### config.mk
export PLATFORM = sky130hd
export DESIGN_NAME = ni_packetizer
export DESIGN_NICKNAME = d
export VERILOG_FILES = /design/src/rtl/noc_pkg.sv /design/src/rtl/ni_flit_reg.sv /design/src/rtl/ni_packetizer.sv
export SDC_FILE = /design/constraint.sdc
export NUM_CORES = 1
export LEC_CHECK = 0
export ABC_AREA = 1
export CAP_MARGIN = 10
export CORE_ASPECT_RATIO = 0.7
export CORE_MARGIN = 3
export CORE_UTILIZATION = 49
export DETAILED_ROUTE_END_ITERATION = 10
export MAX_ROUTING_LAYER = met4
export PLACE_DENSITY = 0.88
export SETUP_SLACK_MARGIN = 0.2
export SYNTH_ARGS = -nofsm -noshare
export SYNTH_HDL_FRONTEND = slang
export SYNTH_SLANG_ARGS = --single-unit
### constraint.sdc
create_clock -name clk -period 3.7 [get_ports clk]
set_input_delay 0.37 -clock clk [delete_from_list [all_inputs] [get_ports clk]]
set_output_delay 0.37 -clock clk [all_outputs]
set_load 0.05 [all_outputs]
### src/rtl/noc_pkg.sv
// Shared NoC definitions: flit type codes, router port codes, mesh geometry,
// header field layout and the packetizer FSM state type.
package noc_pkg;

  localparam logic [1:0] FLIT_HDR  = 2'b10;
  localparam logic [1:0] FLIT_BODY = 2'b00;
  localparam logic [1:0] FLIT_TAIL = 2'b01;

  localparam logic [2:0] PORT_L = 3'd1;
  localparam logic [2:0] PORT_E = 3'd2;
  localparam logic [2:0] PORT_N = 3'd3;
  localparam logic [2:0] PORT_W = 3'd4;
  localparam logic [2:0] PORT_S = 3'd5;

  localparam int MESH_X  = 4;
  localparam int MESH_Y  = 4;
  localparam int COORD_W = 2;

  // Bit offsets of the coordinate fields inside the header flit data
  localparam int HDR_DX_LSB = 0;
  localparam int HDR_DY_LSB = 2;
  localparam int HDR_SX_LSB = 4;
  localparam int HDR_SY_LSB = 6;
  localparam int HDR_W      = 8;

  typedef enum logic [1:0] {
    ST_IDLE = 2'b00,
    ST_SEND = 2'b01,
    ST_DROP = 2'b10
  } ni_state_e;

  function automatic logic [HDR_W-1:0] make_header(
    input logic [COORD_W-1:0] dx,
    input logic [COORD_W-1:0] dy,
    input logic [COORD_W-1:0] sx,
    input logic [COORD_W-1:0] sy
  );
    logic [HDR_W-1:0] h;
    h = '0;
    h[HDR_DX_LSB +: COORD_W] = dx;
    h[HDR_DY_LSB +: COORD_W] = dy;
    h[HDR_SX_LSB +: COORD_W] = sx;
    h[HDR_SY_LSB +: COORD_W] = sy;
    return h;
  endfunction

endpackage

### src/rtl/ni_flit_reg.sv
// Holding output register toward the router local port: a load writes a new
// flit, a transfer (valid && ready) empties it, otherwise contents stay put.
module ni_flit_reg #(
  parameter int W = 10
) (
  input  logic         clk,
  input  logic         rst,
  input  logic         load,
  input  logic [W-1:0] load_data,
  input  logic         flit_ready,
  output logic         flit_valid,
  output logic [W-1:0] flit_data
);

  // Load has priority so a transfer and the next load can share one cycle
  always_ff @(posedge clk or posedge rst) begin
    if (rst) begin
      flit_valid <= 1'b0;
      flit_data  <= '0;
    end else if (load) begin
      flit_valid <= 1'b1;
      flit_data  <= load_data;
    end else if (flit_valid && flit_ready) begin
      flit_valid <= 1'b0;
    end else begin
      flit_valid <= flit_valid;
    end
  end

endmodule

### src/rtl/ni_packetizer.sv
// Local-port packet injector: turns a request plus payload stream into a
// HDR/BODY/TAIL flit sequence. Optional macro: NI_SELF_DEST_DROP_EN.
module ni_packetizer
  import noc_pkg::*;
#(
  parameter int X_S_ADRESS = 0,
  parameter int Y_S_ADRESS = 2,
  parameter int DATA_W     = 8,
  parameter int LEN_W      = 3
) (
  input  logic              clk,
  input  logic              rst,
  input  logic              pkt_valid,
  output logic              pkt_ready,
  input  logic [1:0]        dest_x,
  input  logic [1:0]        dest_y,
  input  logic [LEN_W-1:0]  pkt_len,
  input  logic              pl_valid,
  input  logic [DATA_W-1:0] pl_data,
  output logic              pl_ready,
  output logic              flit_valid,
  output logic [DATA_W+1:0] flit_data,
  input  logic              flit_ready,
  output logic [7:0]        pkt_cnt
`ifdef NI_SELF_DEST_DROP_EN
  ,
  output logic [7:0]        drop_cnt
`endif
);

  localparam logic [COORD_W-1:0] SELF_X   = COORD_W'(X_S_ADRESS);
  localparam logic [COORD_W-1:0] SELF_Y   = COORD_W'(Y_S_ADRESS);
  localparam logic [LEN_W-1:0]   LEN_ZERO = LEN_W'(0);
  localparam logic [LEN_W-1:0]   LEN_ONE  = LEN_W'(1);

  ni_state_e         state_r;
  ni_state_e         state_nxt_s;
  logic [LEN_W-1:0]  rem_r;
  logic [LEN_W-1:0]  rem_nxt_s;
  logic [LEN_W-1:0]  len_eff_s;
  logic [DATA_W-1:0] hdr_s;
  logic              load_s;
  logic [DATA_W+1:0] load_data_s;
  logic              flit_free_s;
  logic              tail_done_s;
`ifdef NI_SELF_DEST_DROP_EN
  logic              self_dest_s;
  logic              drop_done_s;

  assign self_dest_s = (dest_x == SELF_X) && (dest_y == SELF_Y);
`endif

  // A zero-length request still carries one payload word in its TAIL
  assign len_eff_s   = (pkt_len == LEN_ZERO) ? LEN_ONE : pkt_len;
  assign flit_free_s = !flit_valid || flit_ready;

  // Header word: coordinate fields in the low byte, upper bits zero
  always_comb begin
    hdr_s      = '0;
    hdr_s[7:0] = make_header(dest_x, dest_y, SELF_X, SELF_Y);
  end

  // Next-state, payload handshake and output-register load control
  always_comb begin
    state_nxt_s = state_r;
    rem_nxt_s   = rem_r;
    load_s      = 1'b0;
    load_data_s = '0;
    pl_ready    = 1'b0;
    tail_done_s = 1'b0;
`ifdef NI_SELF_DEST_DROP_EN
    drop_done_s = 1'b0;
`endif
    case (state_r)
      ST_IDLE: begin
        if (pkt_valid && pkt_ready) begin
          rem_nxt_s = len_eff_s;
`ifdef NI_SELF_DEST_DROP_EN
          if (self_dest_s) begin
            state_nxt_s = ST_DROP;
          end else begin
            state_nxt_s = ST_SEND;
            load_s      = 1'b1;
            load_data_s = {FLIT_HDR, hdr_s};
          end
`else
          state_nxt_s = ST_SEND;
          load_s      = 1'b1;
          load_data_s = {FLIT_HDR, hdr_s};
`endif
        end else begin
          state_nxt_s = ST_IDLE;
        end
      end
      ST_SEND: begin
        if (rem_r != LEN_ZERO) begin
          pl_ready = flit_free_s;
          if (pl_valid && flit_free_s) begin
            load_s      = 1'b1;
            load_data_s = {(rem_r == LEN_ONE) ? FLIT_TAIL : FLIT_BODY, pl_data};
            rem_nxt_s   = rem_r - LEN_ONE;
          end else begin
            rem_nxt_s = rem_r;
          end
        end else if (flit_valid && flit_ready) begin
          // Only the TAIL can be pending once every word has been loaded
          state_nxt_s = ST_IDLE;
          tail_done_s = 1'b1;
        end else begin
          state_nxt_s = ST_SEND;
        end
      end
`ifdef NI_SELF_DEST_DROP_EN
      ST_DROP: begin
        pl_ready = 1'b1;
        if (pl_valid) begin
          rem_nxt_s = rem_r - LEN_ONE;
          if (rem_r == LEN_ONE) begin
            state_nxt_s = ST_IDLE;
            drop_done_s = 1'b1;
          end else begin
            state_nxt_s = ST_DROP;
          end
        end else begin
          rem_nxt_s = rem_r;
        end
      end
`endif
      default: begin
        state_nxt_s = ST_IDLE;
      end
    endcase
  end

  // State, remaining-word counter, request-ready and packet counter
  always_ff @(posedge clk or posedge rst) begin
    if (rst) begin
      state_r   <= ST_IDLE;
      rem_r     <= LEN_ZERO;
      pkt_ready <= 1'b0;
      pkt_cnt   <= 8'd0;
    end else begin
      state_r   <= state_nxt_s;
      rem_r     <= rem_nxt_s;
      pkt_ready <= (state_nxt_s == ST_IDLE);
      if (tail_done_s) begin
        pkt_cnt <= pkt_cnt + 8'd1;
      end else begin
        pkt_cnt <= pkt_cnt;
      end
    end
  end

`ifdef NI_SELF_DEST_DROP_EN
  // Count self-addressed packets that were swallowed
  always_ff @(posedge clk or posedge rst) begin
    if (rst) begin
      drop_cnt <= 8'd0;
    end else if (drop_done_s) begin
      drop_cnt <= drop_cnt + 8'd1;
    end else begin
      drop_cnt <= drop_cnt;
    end
  end
`endif

  ni_flit_reg #(
    .W (DATA_W + 2)
  ) u_flit_reg (
    .clk        (clk),
    .rst        (rst),
    .load       (load_s),
    .load_data  (load_data_s),
    .flit_ready (flit_ready),
    .flit_valid (flit_valid),
    .flit_data  (flit_data)
  );

endmodule
==> impl.org <==
** Run status
- The flow ran to the end, and the final reports show no timing, DRC or antenna violations.

** Global routing
- Remaining global-route overflow :: 0
- Entering global routing, the biggest net connects 26 pins.
- First-pass GRT wire length :: 5290 um
- Vias in the first global route :: 1,180
- Number of antenna violations at the first check in global routing :: 0
- In the global route stage, overall resource usage came out at 0.216.

** Clocking
- The tree built by TritonCTS fans out to 25 sinks.
- At the later pin of the worst-skew pair, clock insertion delay measures 0.27 ns.
- Setup repair bufs after CTS :: 0
- In this run, post-CTS hold repair placed 0 buffers.
- Number of buffers inserted during clock tree synthesis :: 3
- The cell sitting at the root of the clock tree is a clkbuf_8.
- Maximum level of the CTS H-tree :: 1
- TritonCTS clock tree :: built
- In this run, post-CTS repair resized a total of 0 instances.
- No sink is reached through more buffers than the 2 on the longest clock path.
- Clock-pin slew was measured on the worst setup and hold paths at 0.08 ns.

** Layout
- The sequential cells in the finished layout cover a total of 626 um^2.
- Number of fill cells in the layout :: 166
- # diodes :: 0
- Total area of multi-input combinational cells :: 606 um^2
- Growth of design area from synthesis to finish :: 37.8%
- Number of nets in the layout :: 234
- Fraction of final layout cells sized beyond drive strength 1 :: 0.0622

** Die
- The floorplan has 14 rows.
- Boundary pin count :: 41
- Width of the chip :: 67.2 um
- Starting density of the core :: 0.555
- The floorplan step defined a die boundary enclosing 3280 um^2.
- Floorplan die height :: 48.8 um
- The region available for standard cell placement spans 2310 um^2.

** Worst hold path
- The worst hold path belongs to the class reg2reg.
- Number of cells on the worst hold path :: 2

** Pwr
- Switching Share :: 0.451
- Power density of the placed cells :: 632 nW/um^2
- Combinational share of power :: 0.496
- Clk pwr share :: 0.140
- For this design the static power due to leakage is 0.865 nW.
- Power consumption :: 1.12 mW
- The internal power of the cells totals 0.614 mW.
- The analysis attributes to net switching a power of 0.504 mW.
- Across the VDD grid, the largest voltage drop is 0.498 mV.
- Part of the total power dissipated in sequential elements :: 0.364

** Place
- Before CTS, the worst setup slack after placement is 1.47 ns.
- At the end of routability-driven placement, the weighted congestion stood at 0.878.
- Buffers added on ports :: 40
- Summed over all nets, the half-perimeter wirelength after detailed placement is 2420 um.

** Setup path
- Worst setup path end :: pl_ready
- Worst path required time :: 3.33 ns
- STA puts the critical path data arrival time at 2.11 ns.
- In this run the critical register-to-register path is captured at pkt_cnt[3].
- The critical path starts at rem_r[0].
- Kind of end point of the critical path :: output pin
- Of all nets on the critical path, the largest fanout is 3.
- CP startpoint kind :: flip-flop
- Reg-to-reg setup timing slack :: 2.16 ns
- Reg-to-Reg Start :: rem_r[0]
- R2R depth :: 9
- The worst setup path is of the reg2out kind.

** Logic synthesis
- Summed instance area of the synthesized netlist :: 1280 um^2
- Average footprint of a synthesized cell :: 7.78 um^2
- The synthesized netlist contains 20 unique library cells.
- Post-Syn Nets :: 189
- Synthesis produced a netlist whose cell count is 165.
- Yosys Warn Count :: 0
- Of the synthesized area, sequential elements account for 0.487.
- After synthesis the netlist holds a flip-flop and latch count of 25.

** STA
- The worst path needs 2.48 ns of the cycle, external delays included.
- Hold is met by 0.479 ns.
- Part of the cycle the worst path needs :: 0.669
- Max Clock Skew :: 0.00231 ns
- Headroom to the max-slew limit :: 0.369
- The max-slew violation total from the final report is 0.
- Post-layout worst setup margin :: 1.22 ns
- Setup violations remaining at the end of the flow were counted as 0.
- Highest Clock Rate :: 0.404 GHz
- Accumulated negative setup slack :: 0 ns
- Setup repair after global routing left no endpoint under its margin.
- Number of endpoints with negative hold slack in the final report :: 0
- Tightest Pin Transition :: 0.946 ns

** Routing
- Average routed wire per standard cell :: 13.0 um
- Via Count :: 1,219
- Wires add up to 3120 um.
- The first TritonRoute pass finished after 4 iterations.
- Antenna-violating nets left :: 0
- For this block, the initial DRC count from the detailed router was 58.
- Detailed-route DRC error count :: 0
- Vias/cell :: 5.06

** Flow run
- Count of maximum capacitance violations :: 0
flip-flops by register name (all words and copies together) (netlist names):
signal / cells
u_flit_reg.flit_valid: 1
pkt_ready: 1
rem_r: 3
state_r: 2
pkt_cnt: 8
u_flit_reg.flit_data: 10
cell usage after synthesis:
library cell	instances	area (um^2)
a21boi_0	1	7.51
a21oi_1	1	5.00
conb_1	1	3.75
dfrtp_1	25	626
ha_1	4	50.1
inv_1	12	45.0
inv_2	2	7.51
nand2_1	79	297
nand2_2	3	18.8
nand3_1	15	75.1
nand3b_1	1	7.51
nand4_1	1	6.26
nor2_1	8	30.0
nor2_4	2	22.5
nor2_8	1	20.0
nor3_2	1	10.0
o21ai_0	4	20.0
or2_2	1	6.26
xnor2_1	2	17.5
xor2_1	1	8.76
routing by layer:
layer,GRT usage,vias up,share of wire
li1,-,598,-
met1,0.262,553,0.41
met2,0.362,64,0.50
met3,0.0507,4,0.079
met4,0.0539,0,0.0067
met5,-,-,0
power by group through the flow:
| stage | combinational (mW) | clock (mW) | sequential [mW] |
|---|---|---|---|
| after floorplan | 0.170 | 0 | 0.600 |
| after global placement | 0.534 | 0 | 0.405 |
| after detailed placement | 0.556 | 0 | 0.411 |
| after CTS | 0.557 | 0.160 | 0.406 |
| after global routing | 0.593 | 0.174 | 0.418 |
| final | 0.554 | 0.156 | 0.407 |
critical path: stages (launching register included):
cell and delay (ns):
dfrtp_1 0.38, inv_1 0.08, ha_1 0.21, nand2_1 0.11, nand2_2 0.11, a21oi_1 0.13
clkdlybuf4s50_1 0.82
logic make-up (layout without fill, tap and decap cells):
group	Yosys count	count (layout)	synth area share
AO/OA/AOI/OAI	6	6	0.0253
XOR/XNOR	3	3	0.0205
adder cells (fa/ha/maj)	4	4	0.0390
buffers and inverters	14	58	0.0409
flip-flops	25	25	0.487
other	1	1	0.00292
AND/OR/NAND/NOR	112	112	0.384
stage by stage:
step	cells	area, um^2	utilization
after floorplan	165	1280	-
after global placement	237	1720	0.746
after detailed placement	237	1720	0.746
after CTS	241	1770	0.765
after global routing	241	1770	0.765
final	241	1770	0.765
layout by cell type, fill, tap and decap left out, drive strengths merged:
master         Yosys  routed
a21boi             1       1
a21oi              1       1
clkbuf             0       4
clkdlybuf4s50      0      40
conb               1       1
dfrtp             25      25
ha                 4       4
inv               14      14
nand2             82      82
nand3             15      15
nand3b             1       1
nand4              1       1
nor2              11      11
nor3               1       1
o21ai              4       4
or2                1       1
xnor2              2       2
xor2               1       1
final cells by class:
type,count,area share
clock buffers,4,0.0255
inverters,14,0.0297
multi-input cells,126,0.342
flip-flops and latches,25,0.354
well taps,32,0.0226
repair buffers,40,0.226
worst min path at each step:
stage	start	slack, ns	end
final	u_flit_reg.flit_data[8]	0.48	u_flit_reg.flit_data[8]
after floorplan	rst	0.40	pkt_cnt[0]
after global placement	u_flit_reg.flit_data[9]	0.45	u_flit_reg.flit_data[9]
after CTS	u_flit_reg.flit_data[8]	0.48	u_flit_reg.flit_data[8]
after global routing	rem_r[1]	0.49	rem_r[1]
after detailed placement	u_flit_reg.flit_data[8]	0.46	u_flit_reg.flit_data[8]
Note: power is estimated with default switching activity, not from simulation.
